===== config.mk =====
export PLATFORM = sky130hd
export DESIGN_NAME = fir_coeff_ctrl_flat
export DESIGN_NICKNAME = d
export VERILOG_FILES = /design/src/rtl/fir_coeff_ctrl_if.sv /design/src/rtl/fir_coeff_ctrl.sv /design/src/flat_wrapper.sv
export SDC_FILE = /design/constraint.sdc
export NUM_CORES = 1
export LEC_CHECK = 0
export CAP_MARGIN = 20
export CELL_PAD_IN_SITES_DETAIL_PLACEMENT = 0
export CELL_PAD_IN_SITES_GLOBAL_PLACEMENT = 1
export CORE_AREA = 2 2 125 127
export DETAILED_ROUTE_END_ITERATION = 7
export DIE_AREA = 0 0 127 129
export PLACE_DENSITY_LB_ADDON = 0.1
export SYNTH_ARGS = -nofsm -noshare
export SYNTH_HDL_FRONTEND = slang
export SYNTH_SLANG_ARGS = --single-unit

===== constraint.sdc =====
create_clock -name i_clock -period 2.5 [get_ports i_clock]
set_input_delay 0.75 -clock i_clock [delete_from_list [all_inputs] [get_ports i_clock]]
set_output_delay 0.75 -clock i_clock [all_outputs]
set_load 0.05 [all_outputs]

===== src/rtl/fir_coeff_ctrl_if.sv =====
// Coefficient load stream between a coefficient source (master) and fir_coeff_ctrl (slave).
interface fir_coeff_ctrl_if #(
    parameter int NB_COEFFS = 8
);
    logic                 i_load_start;
    logic [NB_COEFFS-1:0] i_coeff;
    logic                 i_coeff_valid;
    logic                 o_coeff_ready;

    modport master (
        output i_load_start,
        output i_coeff,
        output i_coeff_valid,
        input  o_coeff_ready
    );

    modport slave (
        input  i_load_start,
        input  i_coeff,
        input  i_coeff_valid,
        output o_coeff_ready
    );
endinterface


===== src/rtl/fir_coeff_ctrl.sv =====
// Double-buffered FIR coefficient loader: fills a shadow bank over a ready/valid stream and
// swaps it into the active bank between samples. Option macro: FIR_COEFF_CHECKSUM_EN.
//
// state     | meaning
// IDLE      | active bank stable, waiting for i_load_start
// LOAD      | accepting tap words into the shadow bank, index 0..N_COEFFS-1
// CHECK     | (FIR_COEFF_CHECKSUM_EN only) accepting the modulo sum of the taps
// WAIT_SWAP | shadow complete, waiting for a cycle with no sample in flight
module fir_coeff_ctrl #(
    parameter int                              NB_COEFFS      = 8,
    parameter int                              N_COEFFS       = 8,
    parameter logic [NB_COEFFS*N_COEFFS-1:0]   DEFAULT_COEFFS = '0
) (
    input  logic                            i_clock,
    input  logic                            i_reset,
    fir_coeff_ctrl_if.slave                 load_if,
    input  logic                            i_sample_valid,
    output logic [NB_COEFFS*N_COEFFS-1:0]   o_coeffs,
    output logic                            o_busy,
    output logic                            o_swap,
    output logic                            o_load_err
);
    localparam int                IDX_W    = $clog2(N_COEFFS);
    localparam logic [IDX_W-1:0]  LAST_IDX = IDX_W'(N_COEFFS - 1);

    typedef enum logic [1:0] {
        IDLE      = 2'd0,
        LOAD      = 2'd1,
`ifdef FIR_COEFF_CHECKSUM_EN
        CHECK     = 2'd3,
`endif
        WAIT_SWAP = 2'd2
    } state_t;

    state_t                            state;
    state_t                            state_next;
    logic [IDX_W-1:0]                  idx;
    logic [NB_COEFFS-1:0]              shadow [N_COEFFS];
    logic [NB_COEFFS*N_COEFFS-1:0]     shadow_flat;
    logic                              coeff_ready_q;
    logic                              ready_next;
    logic                              beat;
    logic                              wr_en;
    logic                              idx_clr;
    logic                              do_swap;
    logic                              err_set;

    assign beat                  = load_if.i_coeff_valid & coeff_ready_q;
    assign load_if.o_coeff_ready = coeff_ready_q;

`ifdef FIR_COEFF_CHECKSUM_EN
    logic [NB_COEFFS-1:0] shadow_sum;
    logic                 csum_ok;

    // In CHECK the shadow already holds every tap, so the sum can be taken straight from it.
    always_comb begin
        shadow_sum = '0;
        for (int k = 0; k < N_COEFFS; k++) begin
            shadow_sum = shadow_sum + shadow[k];
        end
        csum_ok = (load_if.i_coeff == shadow_sum);
    end
`endif

    always_comb begin
        shadow_flat = '0;
        for (int k = 0; k < N_COEFFS; k++) begin
            shadow_flat[k*NB_COEFFS +: NB_COEFFS] = shadow[k];
        end
    end

    always_ff @(posedge i_clock) begin
        if (i_reset) begin
            state <= IDLE;
        end else begin
            state <= state_next;
        end
    end

    always_comb begin
        state_next = state;
        case (state)
            IDLE: begin
                if (load_if.i_load_start) state_next = LOAD;
            end
            LOAD: begin
                if (!load_if.i_load_start && beat && (idx == LAST_IDX)) begin
`ifdef FIR_COEFF_CHECKSUM_EN
                    state_next = CHECK;
`else
                    state_next = WAIT_SWAP;
`endif
                end
            end
`ifdef FIR_COEFF_CHECKSUM_EN
            CHECK: begin
                if (beat) state_next = csum_ok ? WAIT_SWAP : IDLE;
            end
`endif
            WAIT_SWAP: begin
                if (!i_sample_valid) state_next = IDLE;
            end
            default: state_next = IDLE;
        endcase
    end

    always_comb begin
        o_busy  = (state != IDLE);
`ifdef FIR_COEFF_CHECKSUM_EN
        ready_next = (state_next == LOAD) || (state_next == CHECK);
        err_set    = ((state == LOAD) && load_if.i_load_start) ||
                     ((state == CHECK) && beat && !csum_ok);
`else
        ready_next = (state_next == LOAD);
        err_set    = (state == LOAD) && load_if.i_load_start;
`endif
        // A restart in LOAD outranks a simultaneous beat: the word is dropped.
        wr_en   = (state == LOAD) && beat && !load_if.i_load_start;
        idx_clr = ((state == IDLE) || (state == LOAD)) && load_if.i_load_start;
        do_swap = (state == WAIT_SWAP) && !i_sample_valid;
    end

    always_ff @(posedge i_clock) begin
        if (i_reset) begin
            idx           <= '0;
            coeff_ready_q <= 1'b0;
            o_swap        <= 1'b0;
            o_load_err    <= 1'b0;
            o_coeffs      <= DEFAULT_COEFFS;
            for (int k = 0; k < N_COEFFS; k++) begin
                shadow[k] <= '0;
            end
        end else begin
            coeff_ready_q <= ready_next;
            o_swap        <= do_swap;
            o_load_err    <= err_set;
            if (idx_clr) begin
                idx <= '0;
            end else if (wr_en) begin
                shadow[idx] <= load_if.i_coeff;
                idx         <= (idx == LAST_IDX) ? '0 : idx + 1'b1;
            end
            if (do_swap) begin
                o_coeffs <= shadow_flat;
            end
        end
    end
endmodule


===== src/flat_wrapper.sv =====
// flat-port wrapper written by rule: the top's interface ports become plain ports
module fir_coeff_ctrl_flat 
#(
    parameter int                              NB_COEFFS      = 8,
    parameter int                              N_COEFFS       = 8,
    parameter logic [NB_COEFFS*N_COEFFS-1:0]   DEFAULT_COEFFS = '0
)
  (i_clock, i_reset, i_sample_valid, o_coeffs, o_busy, o_swap, o_load_err, load_if_i_load_start, load_if_i_coeff, load_if_i_coeff_valid, load_if_o_coeff_ready);
  fir_coeff_ctrl_if #(.NB_COEFFS(NB_COEFFS)) load_if_i ();
  input  logic i_clock;
  input  logic i_reset;
  input  logic i_sample_valid;
  output logic [NB_COEFFS*N_COEFFS-1:0] o_coeffs;
  output logic o_busy;
  output logic o_swap;
  output logic o_load_err;
  input wire logic [$bits(load_if_i.i_load_start)-1:0] load_if_i_load_start;
  input wire logic [$bits(load_if_i.i_coeff)-1:0] load_if_i_coeff;
  input wire logic [$bits(load_if_i.i_coeff_valid)-1:0] load_if_i_coeff_valid;
  output wire logic [$bits(load_if_i.o_coeff_ready)-1:0] load_if_o_coeff_ready;
  assign load_if_i.i_load_start = load_if_i_load_start;
  assign load_if_i.i_coeff = load_if_i_coeff;
  assign load_if_i.i_coeff_valid = load_if_i_coeff_valid;
  assign load_if_o_coeff_ready = load_if_i.o_coeff_ready;
  fir_coeff_ctrl #(.NB_COEFFS(NB_COEFFS), .N_COEFFS(N_COEFFS), .DEFAULT_COEFFS(DEFAULT_COEFFS)) u_core (.i_clock(i_clock), .i_reset(i_reset), .load_if(load_if_i), .i_sample_valid(i_sample_valid), .o_coeffs(o_coeffs), .o_busy(o_busy), .o_swap(o_swap), .o_load_err(o_load_err));
endmodule

### After elaboration in Yosys (flattened, before gate mapping)

Memories as Yosys holds them, arrays and structs flattened. A register that Yosys moved wholly into a read port is not among the register bits.
Cells that the tools add are included.

| cells by class | value |
|---|---|
| add/sub/neg operators | 1 |
| equality and inequality tests | 4 |
| muxes and demuxes | 14 |
| bitwise operators | 1 |
| reductions and logical operators | 14 |

Operator list:

| operator | count |
|---|---|
| $mux 8 | 1 |
| $reduce_or 8->1 | 1 |
| $logic_and 1x1->1 | 7 |
| $mux 1 | 7 |
| $mux 2 | 3 |
| $mux 3 | 2 |
| $pmux 2 s3 | 1 |
| $eq 2x1->1 const B | 2 |
| $add 3x1->3 const B | 1 |
| $eq 3x3->1 const B | 1 |
| $eq 2x2->1 const B | 1 |
| $logic_not 1->1 | 2 |
| $logic_not 2->1 | 1 |
| $reduce_bool 2->1 | 1 |
| $reduce_or 2->1 | 1 |
| $and 1x1->1 | 1 |
| $logic_or 1x1->1 | 1 |

| storage, ports and cells | value |
|---|---|
| bits in registers | 8 |
| RAM bits | 64 |
| bits of input ports | 13 |
| output and inout bits | 68 |
| logic and storage cells | 40 |
| memories | 1 |

Memory list:

| memory | depth | bits a word | rd ports | clocked after Yosys merged registers in | wr ports | line | source |
|---|---|---|---|---|---|---|---|
| u_core.shadow | 8 | 8 | 8 | 8 | 8 | fir_coeff_ctrl.sv:38 | `logic [NB_COEFFS-1:0] shadow [N_COEFFS];` |

### Longest topological paths before layout

Gate-level depths: netlist (run 1).

| depth | value |
|---|---|
| word-level depth | 9 |
| gate-level depth with buffers | 6 |
| gate-level depth less buffers | 5 |

### Least setup slack after synthesis (run 1)

OpenSTA, ideal clock, no wires.

| path | value |
|---|---|
| path type | input-to-reg |
| start | input port i_reset |
| end | memory u_core.shadow[0][0] (enable) |
| library setup time | 0.375 ns |
| arrival | 2.144 ns |
| setup slack | -0.019 ns |
| stages | 5 |
| path buffers | 2 |
| cell sequence | buf_6 > or2_1 > or4_4 > buf_6 > o21bai_1 |

RTL lines:

| what | line | source |
|---|---|---|
| start, declared | flat_wrapper.sv:11 | `input logic i_reset;` |
| end, declared | fir_coeff_ctrl.sv:38 |  |

### Final worst setup path (run 1)

| path | value |
|---|---|
| start | register u_core.coeff_ready_q, in the netlist u_core.load_if.o_coeff_ready |
| end | output port load_if_o_coeff_ready |

RTL lines:

| what | line | source |
|---|---|---|
| start, declared | fir_coeff_ctrl.sv:40 | `logic coeff_ready_q;` |
| start signal, assigned | fir_coeff_ctrl.sv:134 | `coeff_ready_q <= ready_next;` |
| end, declared | flat_wrapper.sv:20 | `output wire logic [$bits(load_if_i.o_coeff_ready)-1:0] load_if_o_coeff_ready;` |

No word-level cell between the ends.

==> results.md, run 1 <==
* Period utilization at 0.940
* Area grow syn2layout at 33.5%
* Initial antenna violation count at 0
* Post_cts resized at 0
* Crit-path leading delay family: buffers and inverters
* N_diodes at 0
* Detail Route Antenna Nets at 0
* Layout cell share with drive strength beyond 1 at 0.118
* Cells after Synth at 481
* Slowest CP cell: clkdlybuf4s50_1
* Final Hold Vio Count at 0
* Setup-failing EPs final at 0
* Warning count from the yosys run at 0
* RSZ-0062 raised after global routing: no
* Crit path max fanout at 4
* CP startpoint kind: flop
* Clk_lat worst skew at 0.41 ns
* Via count at 3,601
* Mean area per synthesized cell at 10.4 um2
* Synth Area in Compound Gates at 0.0866
* Synth Area in Simple Gates at 0.200
* Crit-path cells: clkdlybuf4s50_1
* Post-Syn Area at 4980 um2
* Final WL at 11.6 mm
* Post-synth EDFFs at 64
* Setup total negative slack at 0 ns
* Setup Buffers After CTS at 0
* Hold_buf cts at 0
* Starting Density at 0.333
* Outcome: complete, no violations
* WS Path Type: flop to primary output
* Critical Path RT at 1.75 ns
* Largest family of logic cells by synthesized area: simple AND/OR/NAND/NOR gates
* Register bit count reported by yosys at 136
* Max-slew headroom at 0.453
* Final-stage net count at 587
* Final Util at 0.444
* Die area at 16,400 um2
* MaxCap Viol Count at 0
* DRT Pass-1 Iters at 4
* Pre-CTS setup slack at -0.0693 ns
* H-tree levels at 4
* Remaining Overflow, GRT at 0
* CTS tree: built
* Final WS setup at 0.149 ns
* I/O Buffers at 80
* Largest net degree at the start of global routing at 78
* Worst-Margin Slew at 0.821 ns
* CTS buffer count at 17
* GPL Wtd Cong at 0.725
* Most frequent cells in the layout: nand2_1 (144), clkdlybuf4s50_1 (78), dfxtp_1 (72)
* Std-Cell Rows at 45
* Wire per inst at 15.0 um
* Adder-cell share of the synthesized area at 0.00502
* Highest cell delay on the worst timing path at 0.82 ns
* Clock Skew at 0.0101 ns
* Die height at 129 um
* Library cells used by synthesis at 28
* Clock tree buffer depth at 2
* Vias in the first global route at 3,495
* Ports at 81
* CP bufs+invs at 1
* Crit path DAT at 1.60 ns
* Sequential fraction of the synthesis area at 0.675
* Vias per cell at 4.66
* Multiplexer area fraction after synthesis at 0
* Syn_nets at 496
* Total GRT Usage at 0.151
* Core area at 15,000 um2
* Root buffer cell: clkbuf_16
* Total clock sinks at 136
* Commonest non-fill, non-tap cell in the layout: nand2_1
* Pleak at 2.21 nW
* Asr flop ratio synth at 0
* Chip width at 127 um
* Fin crit period at 2.35 ns
* Critical path endpoint category: primary output
* Maximum VDD drop at 459 uV
* FMAX at 425 MHz
* Detailed placer's ending HPWL at 7.70 mm
* # DRC at 0
* First-pass GRT wire length at 18.6 mm
* Primary FF master, synth: dfxtp_1
* Fin. max-slew vios at 0
* Xor/xnor share of the synthesized area at 0
* Pwr/cell area at 749 nW/um2
* CTS clk-pin slew, worst paths at 0.06 ns
* Worst Hold Class: flop to flop
* 1st-iter DRT viols at 223
-- layout make-up --
type / count / area, um2
multi-input combinational: 311 / 1460
sequential: 136 / 3360
inverter: 2 / 7.51
clock buffer: 18 / 429
tap: 188 / 235
timing repair buffer: 104 / 998
fill: 1473 / 8330
clock inverter: 14 / 156
-- synth_stat cells (3+ instances only) --
cell type | count | area (um2)
nand4b_1 | 4 | 35.0
nand2_1 | 144 | 541
nor2_1 | 58 | 218
edfxtp_1 | 64 | 1920
clkbuf_1 | 18 | 67.6
buf_2 | 4 | 20.0
a221oi_1 | 3 | 26.3
o21ai_0 | 3 | 15.0
buf_1 | 7 | 26.3
nand3_1 | 3 | 15.0
dfxtp_1 | 72 | 1440
a21oi_1 | 66 | 330
o21bai_1 | 8 | 60.1
nor2_4 | 10 | 113
-- sequential cells by signal (all words and copies together) (netlist names) --
register and flops:
u_core.shadow 64, u_core.o_swap 1, u_core.o_load_err 1, u_core.idx 3, u_core.state 2, o_coeffs 64
u_core.load_if.o_coeff_ready 1
-- logic make-up after synthesis --
logic type	count (synthesis)
buffers and inverters	34
and+or+nand+nor	229
AOI/OAI and AO/OA	80
adders and majority gates	2
DFF	136
-- worst paths after layout --
check,from,endpoint,cells after the start,slack [ns]
max reg2reg,u_core.state[1],u_core.shadow[2][0],4,0.65
max,u_core.load_if.o_coeff_ready,load_if_o_coeff_ready,1,0.15
min,o_coeffs[29],o_coeffs[29],2,0.45
min reg2reg,o_coeffs[29],o_coeffs[29],2,0.45
-- power by group --
part	internal, W	switching [W]	total, W
Clock	0.00155	0.000923	0.00248
Combinational	0.0000430	0.0000817	0.000125
Sequential	0.00236	0.0000170	0.00238
Total	0.00396	0.00102	0.00498
-- routing by layer --
metal	wire, um	global-route usage	part of all wire	up-vias
met5	0	0	0	-
met4	134	0.0562	0.012	0
met3	479	0.0466	0.041	11
met2	5110	0.220	0.44	93
met1	5910	0.210	0.51	1710
li1	-	-	-	1787
-- stage by stage --
stage / hold WS (ns) / total power, W / std cells / area [um2]
floorplan: 0.471 / 0.00249 / 481 / 4980
global placement: 0.446 / 0.00255 / 741 / 6060
detailed placement: 0.449 / 0.00255 / 741 / 6060
CTS: 0.457 / 0.00505 / 773 / 6650
global route: 0.474 / 0.00516 / 773 / 6650
finish: 0.453 / 0.00498 / 773 / 6650
Power figures use the tool's default switching activity.
==> run 2, diff against run 1 <==
Settings changed: ABC_CLOCK_PERIOD_IN_PS set to 2500, TNS_END_PERCENT set to 5.
==> results of run 2 <==
No change in the layout: final DEF, timing and power equal those of run 1.
